### config.mk
export PLATFORM = sky130hd
export DESIGN_NAME = spi_slave_word_flat
export DESIGN_NICKNAME = d
export VERILOG_FILES = /design/src/rtl/spi_pkg.sv /design/src/rtl/spi_slave_word_if.sv /design/src/rtl/sync2.sv /design/src/rtl/spi_slave_word.sv /design/src/flat_wrapper.sv
export SDC_FILE = /design/constraint.sdc
export NUM_CORES = 1
export LEC_CHECK = 0
export ABC_CLOCK_PERIOD_IN_PS = 4500
export CAP_MARGIN = 20
export CORE_ASPECT_RATIO = 0.7
export CORE_MARGIN = 1.5
export CORE_UTILIZATION = 59
export CTS_BUF_LIST = sky130_fd_sc_hd__clkbuf_8
export DETAILED_ROUTE_END_ITERATION = 10
export GPL_TIMING_DRIVEN = 1
export PLACE_DENSITY = 0.95
export SLEW_MARGIN = 20
export SYNTH_ARGS = -nofsm -noshare
export SYNTH_HDL_FRONTEND = slang
export SYNTH_HIERARCHICAL = 1
export SYNTH_SLANG_ARGS = --single-unit
### constraint.sdc
create_clock -name clk -period 4.5 [get_ports clk]
set_input_delay 0.9 -clock clk [delete_from_list [all_inputs] [get_ports clk]]
set_output_delay 0.9 -clock clk [all_outputs]
set_load 0.1 [all_outputs]
### src/rtl/spi_pkg.sv
// Shared types and constants for the SPI word slave.
package spi_pkg;
  typedef enum logic {
    IDLE   = 1'b0,
    ACTIVE = 1'b1
  } state_t;

  localparam int SYNC_DEPTH = 2;
endpackage

### src/rtl/spi_slave_word_if.sv
// Word-side handshake bundle of the SPI slave: tx holding-register valid/ready, rx word pulse, status.
interface spi_slave_word_if #(
  parameter int WIDTH = 8
);
  logic [WIDTH-1:0] tx_data;
  logic             tx_valid;
  logic             tx_ready;
  logic [WIDTH-1:0] rx_data;
  logic             rx_valid;
  logic             tx_underrun;
  logic             busy;

  modport slave (
    input  tx_data, tx_valid,
    output tx_ready, rx_data, rx_valid, tx_underrun, busy
  );

  modport master (
    output tx_data, tx_valid,
    input  tx_ready, rx_data, rx_valid, tx_underrun, busy
  );
endinterface

### src/rtl/sync2.sv
// Multi-flop synchroniser for one asynchronous input; resets to RST_VAL.
module sync2
  import spi_pkg::*;
#(
  parameter logic RST_VAL = 1'b0
) (
  input  logic clk,
  input  logic rst_n,
  input  logic d,
  output logic q
);
  logic [SYNC_DEPTH-1:0] chain;

  always_ff @(posedge clk or negedge rst_n) begin
    if (!rst_n) chain <= {SYNC_DEPTH{RST_VAL}};
    else        chain <= {chain[SYNC_DEPTH-2:0], d};
  end

  assign q = chain[SYNC_DEPTH-1];
endmodule

### src/rtl/spi_slave_word.sv
// SPI slave (modes 0-3) moving WIDTH-bit words; rx_valid pulses 1 clk after the synchronised sample edge (<=4 clk from pin).
// No rx backpressure; tx words enter a one-deep holding register through valid/ready.
module spi_slave_word
  import spi_pkg::*;
#(
  parameter int WIDTH = 8,
  parameter bit CPOL  = 1'b0,
  parameter bit CPHA  = 1'b0
) (
  input  logic clk,
  input  logic rst_raw,
  input  logic sck,
  input  logic sdi,
  input  logic nss,
  output logic sdo,
  spi_slave_word_if.slave bus
);
  localparam int            CW   = $clog2(WIDTH);
  localparam logic [CW-1:0] LAST = CW'(WIDTH - 1);

  logic sck_s, sdi_s, nss_s, sck_d;

  sync2 #(.RST_VAL(CPOL)) u_sync_sck (.clk(clk), .rst_n(rst_raw), .d(sck), .q(sck_s));
  sync2 #(.RST_VAL(1'b0)) u_sync_sdi (.clk(clk), .rst_n(rst_raw), .d(sdi), .q(sdi_s));
  sync2 #(.RST_VAL(1'b1)) u_sync_nss (.clk(clk), .rst_n(rst_raw), .d(nss), .q(nss_s));

  always_ff @(posedge clk or negedge rst_raw) begin
    if (!rst_raw) sck_d <= CPOL;
    else          sck_d <= sck_s;
  end

  logic lead, trail, sample_edge, shift_edge;
  assign lead        = (sck_d == CPOL) && (sck_s != CPOL);
  assign trail       = (sck_d != CPOL) && (sck_s == CPOL);
  assign sample_edge = CPHA ? trail : lead;
  assign shift_edge  = CPHA ? lead  : trail;

  state_t state, state_nxt;
  logic   frame_start, frame_end;

  always_ff @(posedge clk or negedge rst_raw) begin
    if (!rst_raw) state <= IDLE;
    else          state <= state_nxt;
  end

  always_comb begin
    state_nxt   = state;
    frame_start = 1'b0;
    frame_end   = 1'b0;
    case (state)
      IDLE: begin
        if (!nss_s) begin
          state_nxt   = ACTIVE;
          frame_start = 1'b1;
        end
      end
      ACTIVE: begin
        if (nss_s) begin
          state_nxt = IDLE;
          frame_end = 1'b1;
        end
      end
      default: state_nxt = IDLE;
    endcase
  end

  logic [CW-1:0]    cnt;
  logic [WIDTH-1:0] rx_sr, rx_next, tx_sr, hold_dat;
  logic             hold_vld, run, do_sample, do_shift, load, take;

  assign run       = (state == ACTIVE) && !nss_s;
  assign do_sample = run && sample_edge;
  assign do_shift  = run && shift_edge;
  // A shift edge seen with the counter at 0 is always a word boundary: the
  // first leading edge for CPHA=1, the trailing edge after the last sample for CPHA=0.
  assign load      = (!CPHA && frame_start) || (do_shift && (cnt == '0));
  // Bypass loads take tx_data straight into the shifter, so no handshake then.
  assign take      = bus.tx_valid && !hold_vld && !load;
  assign rx_next   = {rx_sr[WIDTH-2:0], sdi_s};

  always_ff @(posedge clk or negedge rst_raw) begin
    if (!rst_raw) begin
      cnt             <= '0;
      rx_sr           <= '0;
      tx_sr           <= '0;
      hold_vld        <= 1'b0;
      hold_dat        <= '0;
      bus.rx_data     <= '0;
      bus.rx_valid    <= 1'b0;
      bus.tx_underrun <= 1'b0;
    end else begin
      bus.rx_valid    <= 1'b0;
      bus.tx_underrun <= 1'b0;

      if (frame_end) begin
        cnt   <= '0;
        rx_sr <= '0;
      end else if (do_sample) begin
        rx_sr <= rx_next;
        if (cnt == LAST) begin
          cnt          <= '0;
          bus.rx_data  <= rx_next;
          bus.rx_valid <= 1'b1;
        end else begin
          cnt <= cnt + 1'b1;
        end
      end

      if (frame_end) begin
        tx_sr <= '0;
      end else if (load) begin
        if (hold_vld) begin
          tx_sr <= hold_dat;
        end else if (bus.tx_valid) begin
          tx_sr <= bus.tx_data;
        end else begin
          tx_sr           <= '0;
          bus.tx_underrun <= 1'b1;
        end
      end else if (do_shift) begin
        tx_sr <= {tx_sr[WIDTH-2:0], 1'b0};
      end

      if (load && hold_vld) begin
        hold_vld <= 1'b0;
      end else if (take) begin
        hold_vld <= 1'b1;
        hold_dat <= bus.tx_data;
      end
    end
  end

  assign bus.tx_ready = !hold_vld;
  assign bus.busy     = (state == ACTIVE);
  assign sdo          = (state == ACTIVE) && tx_sr[WIDTH-1];
endmodule

### src/flat_wrapper.sv
// flat-port wrapper written by rule: the top's interface ports become plain ports
module spi_slave_word_flat import spi_pkg::*;
#(
  parameter int WIDTH = 8,
  parameter bit CPOL  = 1'b0,
  parameter bit CPHA  = 1'b0
)
  (clk, rst_raw, sck, sdi, nss, sdo, bus_tx_data, bus_tx_valid, bus_tx_ready, bus_rx_data, bus_rx_valid, bus_tx_underrun, bus_busy);
  spi_slave_word_if #(.WIDTH(WIDTH)) bus_i ();
  input  logic clk;
  input  logic rst_raw;
  input  logic sck;
  input  logic sdi;
  input  logic nss;
  output logic sdo;
  input wire logic [$bits(bus_i.tx_data)-1:0] bus_tx_data;
  input wire logic [$bits(bus_i.tx_valid)-1:0] bus_tx_valid;
  output wire logic [$bits(bus_i.tx_ready)-1:0] bus_tx_ready;
  output wire logic [$bits(bus_i.rx_data)-1:0] bus_rx_data;
  output wire logic [$bits(bus_i.rx_valid)-1:0] bus_rx_valid;
  output wire logic [$bits(bus_i.tx_underrun)-1:0] bus_tx_underrun;
  output wire logic [$bits(bus_i.busy)-1:0] bus_busy;
  assign bus_i.tx_data = bus_tx_data;
  assign bus_i.tx_valid = bus_tx_valid;
  assign bus_tx_ready = bus_i.tx_ready;
  assign bus_rx_data = bus_i.rx_data;
  assign bus_rx_valid = bus_i.rx_valid;
  assign bus_tx_underrun = bus_i.tx_underrun;
  assign bus_busy = bus_i.busy;
  spi_slave_word #(.WIDTH(WIDTH), .CPOL(CPOL), .CPHA(CPHA)) u_core (.clk(clk), .rst_raw(rst_raw), .sck(sck), .sdi(sdi), .nss(nss), .sdo(sdo), .bus(bus_i));
endmodule
==> impl_metrics.json <==
{
  "chipHeight_um": 49.5,
  "grt_usage": 0.228,
  "grt_max_degree": 46,
  "final_cell_mix": "43 x dfrtp_1, 25 x clkdlybuf4s50_1, 9 x a22o_1",
  "post_cts_buffers": 0,
  "period_needed_ns": 2.98,
  "drc": 0,
  "seqPwrFrac": 0.506,
  "die_area_um2": 3440,
  "grt_pass1_vias": 1121,
  "wire_per_inst_um": 18.0,
  "insertion_delay_ns": 0.30,
  "ios": 27,
  "finalSetupViolCount": 0,
  "dp_hpwl_mm": 2.46,
  "hold_viol_final": 0,
  "routed_via_density": 6.01,
  "clk_pin_slew_worst_paths_ns": 0.07,
  "io_buffers": 26,
  "cts_tree": "yes",
  "cp-end-kind": "output pin",
  "cap_violations": 0,
  "crit_slowest_cell": "clkdlybuf4s50_1",
  "leakagePower_nw": 1.01,
  "worst_setup_path_start_kind": "flip-flop",
  "p_total_uw": 961,
  "slew_violations": 0,
  "p_int_uw": 708,
  "synthDistinctLibCells": 31,
  "rsz0062_at_grt": "no",
  "synth_seq_cells": 45,
  "synth.avg_cell_area_um2": 14.2,
  "routed_wl_mm": 3.45,
  "syn-num-nets": 145,
  "sw_frac_of_total": 0.263,
  "overflow": 0,
  "fillers": 170,
  "required_ns": 3.60,
  "final_util": 0.767,
  "placementRows": 16,
  "nets": 172,
  "postRouteAntennaNets": 0,
  "syn_inst": 128,
  "final_common_cell": "dfrtp_1",
  "start_util": 0.637,
  "p_per_area_nw_per_um2": 437,
  "diodes": 0,
  "crit_fanout": 10,
  "min_period_over_period": 0.663,
  "slew_headroom": 0.341,
  "die_w_um": 69.4,
  "synth_warnings": 6,
  "area_delta_synth_final_pct": 20.5,
  "ir_drop_v": 0.000316,
  "core-area_um2": 2860,
  "worst_slew_pin_slew_ns": 0.986,
  "cts_hold_buf": 0,
  "drt_iter0_markers": 122,
  "grt_pass1_wl_mm": 5.64,
  "dp.cells": 184,
  "vias": 1153,
  "htree_levels": 2,
  "status": "finished, final reports clean",
  "reg2reg_slack_ns": 2.64,
  "p_sw_uw": 252,
  "gp_congestion": 0.861,
  "cpPeakStageDelay_ns": 1.13,
  "drtPass1Iterations": 4,
  "cp.arrival_ns": 2.08,
  "cts-root-buf": "clkbuf_8",
  "layoutNonFillerInstCount": 192,
  "path_cells": "and2_1, clkdlybuf4s50_1",
  "cts_buffers": 5,
  "fin_tns_setup_ns": 0,
  "antenna_found_initial": 0,
  "fmax_mhz": 335,
  "comb_power_share": 0.179,
  "min_path_type": "reg2reg",
  "clkPwrFrac": 0.315,
  "cts_resized": 0,
  "cts.sinks": 45,
  "synth_seq_area_share": 0.619,
  "syn_area_um2": 1820,
  "clock_skew_ns": 0.0104,
  "drive_gt1_frac": 0.192,
  "crit_type": "reg2out",
  "cts_buffer_depth": 2
}
worst paths after layout:
kind                       cells after the start                            startpoint                                   end
setup / recovery                               2             u_core/bus.busy$_DFF_PN0_                                   sdo
min in group asynchronous                      1                               rst_raw     u_core/bus.rx_data[3]$_DFFE_PN0P_
hold reg to reg                                0  u_core/u_sync_sdi/chain[0]$_DFF_PN0_  u_core/u_sync_sdi/chain[1]$_DFF_PN0_
max in group asynchronous                      1                               rst_raw             u_core/cnt[2]$_DFFE_PN0P_
setup reg to reg                               3           u_core/hold_vld$_DFFE_PN0P_        u_core/hold_dat[5]$_DFFE_PN0P_
hold / removal                                 0  u_core/u_sync_sdi/chain[0]$_DFF_PN0_  u_core/u_sync_sdi/chain[1]$_DFF_PN0_
kinds of logic after synthesis:
| group | count (synthesis) | synth area share |
|---|---|---|
| mux | 16 | 0.115 |
| buf+inv | 12 | 0.0357 |
| compound gates | 38 | 0.161 |
| fa+ha+maj | 3 | 0.0206 |
| simple gates | 14 | 0.0487 |
| flops | 45 | 0.619 |
worst max-delay path, delay by kind of cell (launching register included):
family | cells | cell delay (ns)
buffers and inverters | 1 | 1.13
AND/OR/NAND/NOR | 1 | 0.17
flip-flops | 1 | 0.50
cell usage after synthesis:
cell / number / area, um2
dfrtp_1: 43 / 1080
a22o_1: 9 / 78.8
mux2_2: 8 / 90.1
mux2_4: 8 / 120
o2bb2ai_1: 8 / 70.1
a221oi_1: 7 / 61.3
o21ai_0: 7 / 35.0
inv_1: 5 / 18.8
buf_2: 3 / 15.0
ha_1: 3 / 37.5
and2_1: 2 / 12.5
clkbuf_1: 2 / 7.51
dfstp_2: 2 / 52.6
nand2b_1: 2 / 12.5
nor2b_1: 2 / 12.5
o21ai_1: 2 / 10.0
a21oi_1: 1 / 5.00
a22oi_1: 1 / 7.51
and2_4: 1 / 8.76
and3_1: 1 / 6.26
and4bb_1: 1 / 12.5
buf_12: 1 / 20.0
inv_2: 1 / 3.75
nand2_1: 1 / 3.75
nand2_2: 1 / 6.26
nand3_1: 1 / 5.00
nor2_1: 1 / 3.75
nor3_1: 1 / 5.00
o21a_1: 1 / 7.51
o21ai_2: 1 / 8.76
o22a_1: 1 / 8.76
state kept, by name, indices dropped and copies added, names as in the netlist:
name and cells:
u_core/sck_d 1, u_core/rx_sr 7, u_core/tx_sr 8, u_core/u_sync_sck/chain 2
u_core/bus.busy 1, u_core/bus.rx_valid 1, u_core/bus.tx_underrun 1, u_core/u_sync_nss/chain 2
u_core/bus.rx_data 8, u_core/u_sync_sdi/chain 2, u_core/cnt 3, u_core/hold_dat 8
u_core/hold_vld 1
per-stage QoR:
stage	area [um2]	setup slack [ns]	hold WS [ns]
global route	2200	1.43	0.360
floorplan	1820	1.64	0.331
CTS	2200	1.50	0.355
detailed placement	2080	1.79	0.339
finish	2200	1.52	0.351
global placement	2080	1.87	0.335
layer usage:
| layer | global-route usage | share of wire | up-vias |
|---|---|---|---|
| met4 | 0.0980 | 0.016 | 0 |
| met2 | 0.341 | 0.47 | 39 |
| met3 | 0.0654 | 0.050 | 6 |
| met5 | 0 | 0 | - |
| li1 | - | - | 526 |
| met1 | 0.315 | 0.46 | 582 |
power by group through the flow:
stage / Sequential, mW / Combinational, mW / Clock (mW)
6_report: 0.486 / 0.172 / 0.303
5_1_grt: 0.490 / 0.186 / 0.330
4_1_cts: 0.484 / 0.172 / 0.312
3_5_place_dp: 0.491 / 0.172 / 0
3_3_place_gp: 0.486 / 0.161 / 0
2_1_floorplan: 0.483 / 0.123 / 0
cell type report:
class | count | area (um2) | area share
clock buffer | 6 | 82.6 | 0.0376
multi-input combinational | 71 | 629 | 0.286
inverter | 6 | 22.5 | 0.0103
timing repair buffer | 26 | 255 | 0.116
tap | 36 | 45.0 | 0.0205
sequential | 45 | 1130 | 0.514
clock inverter | 2 | 33.8 | 0.0154
Power figures use the tool's default switching activity.
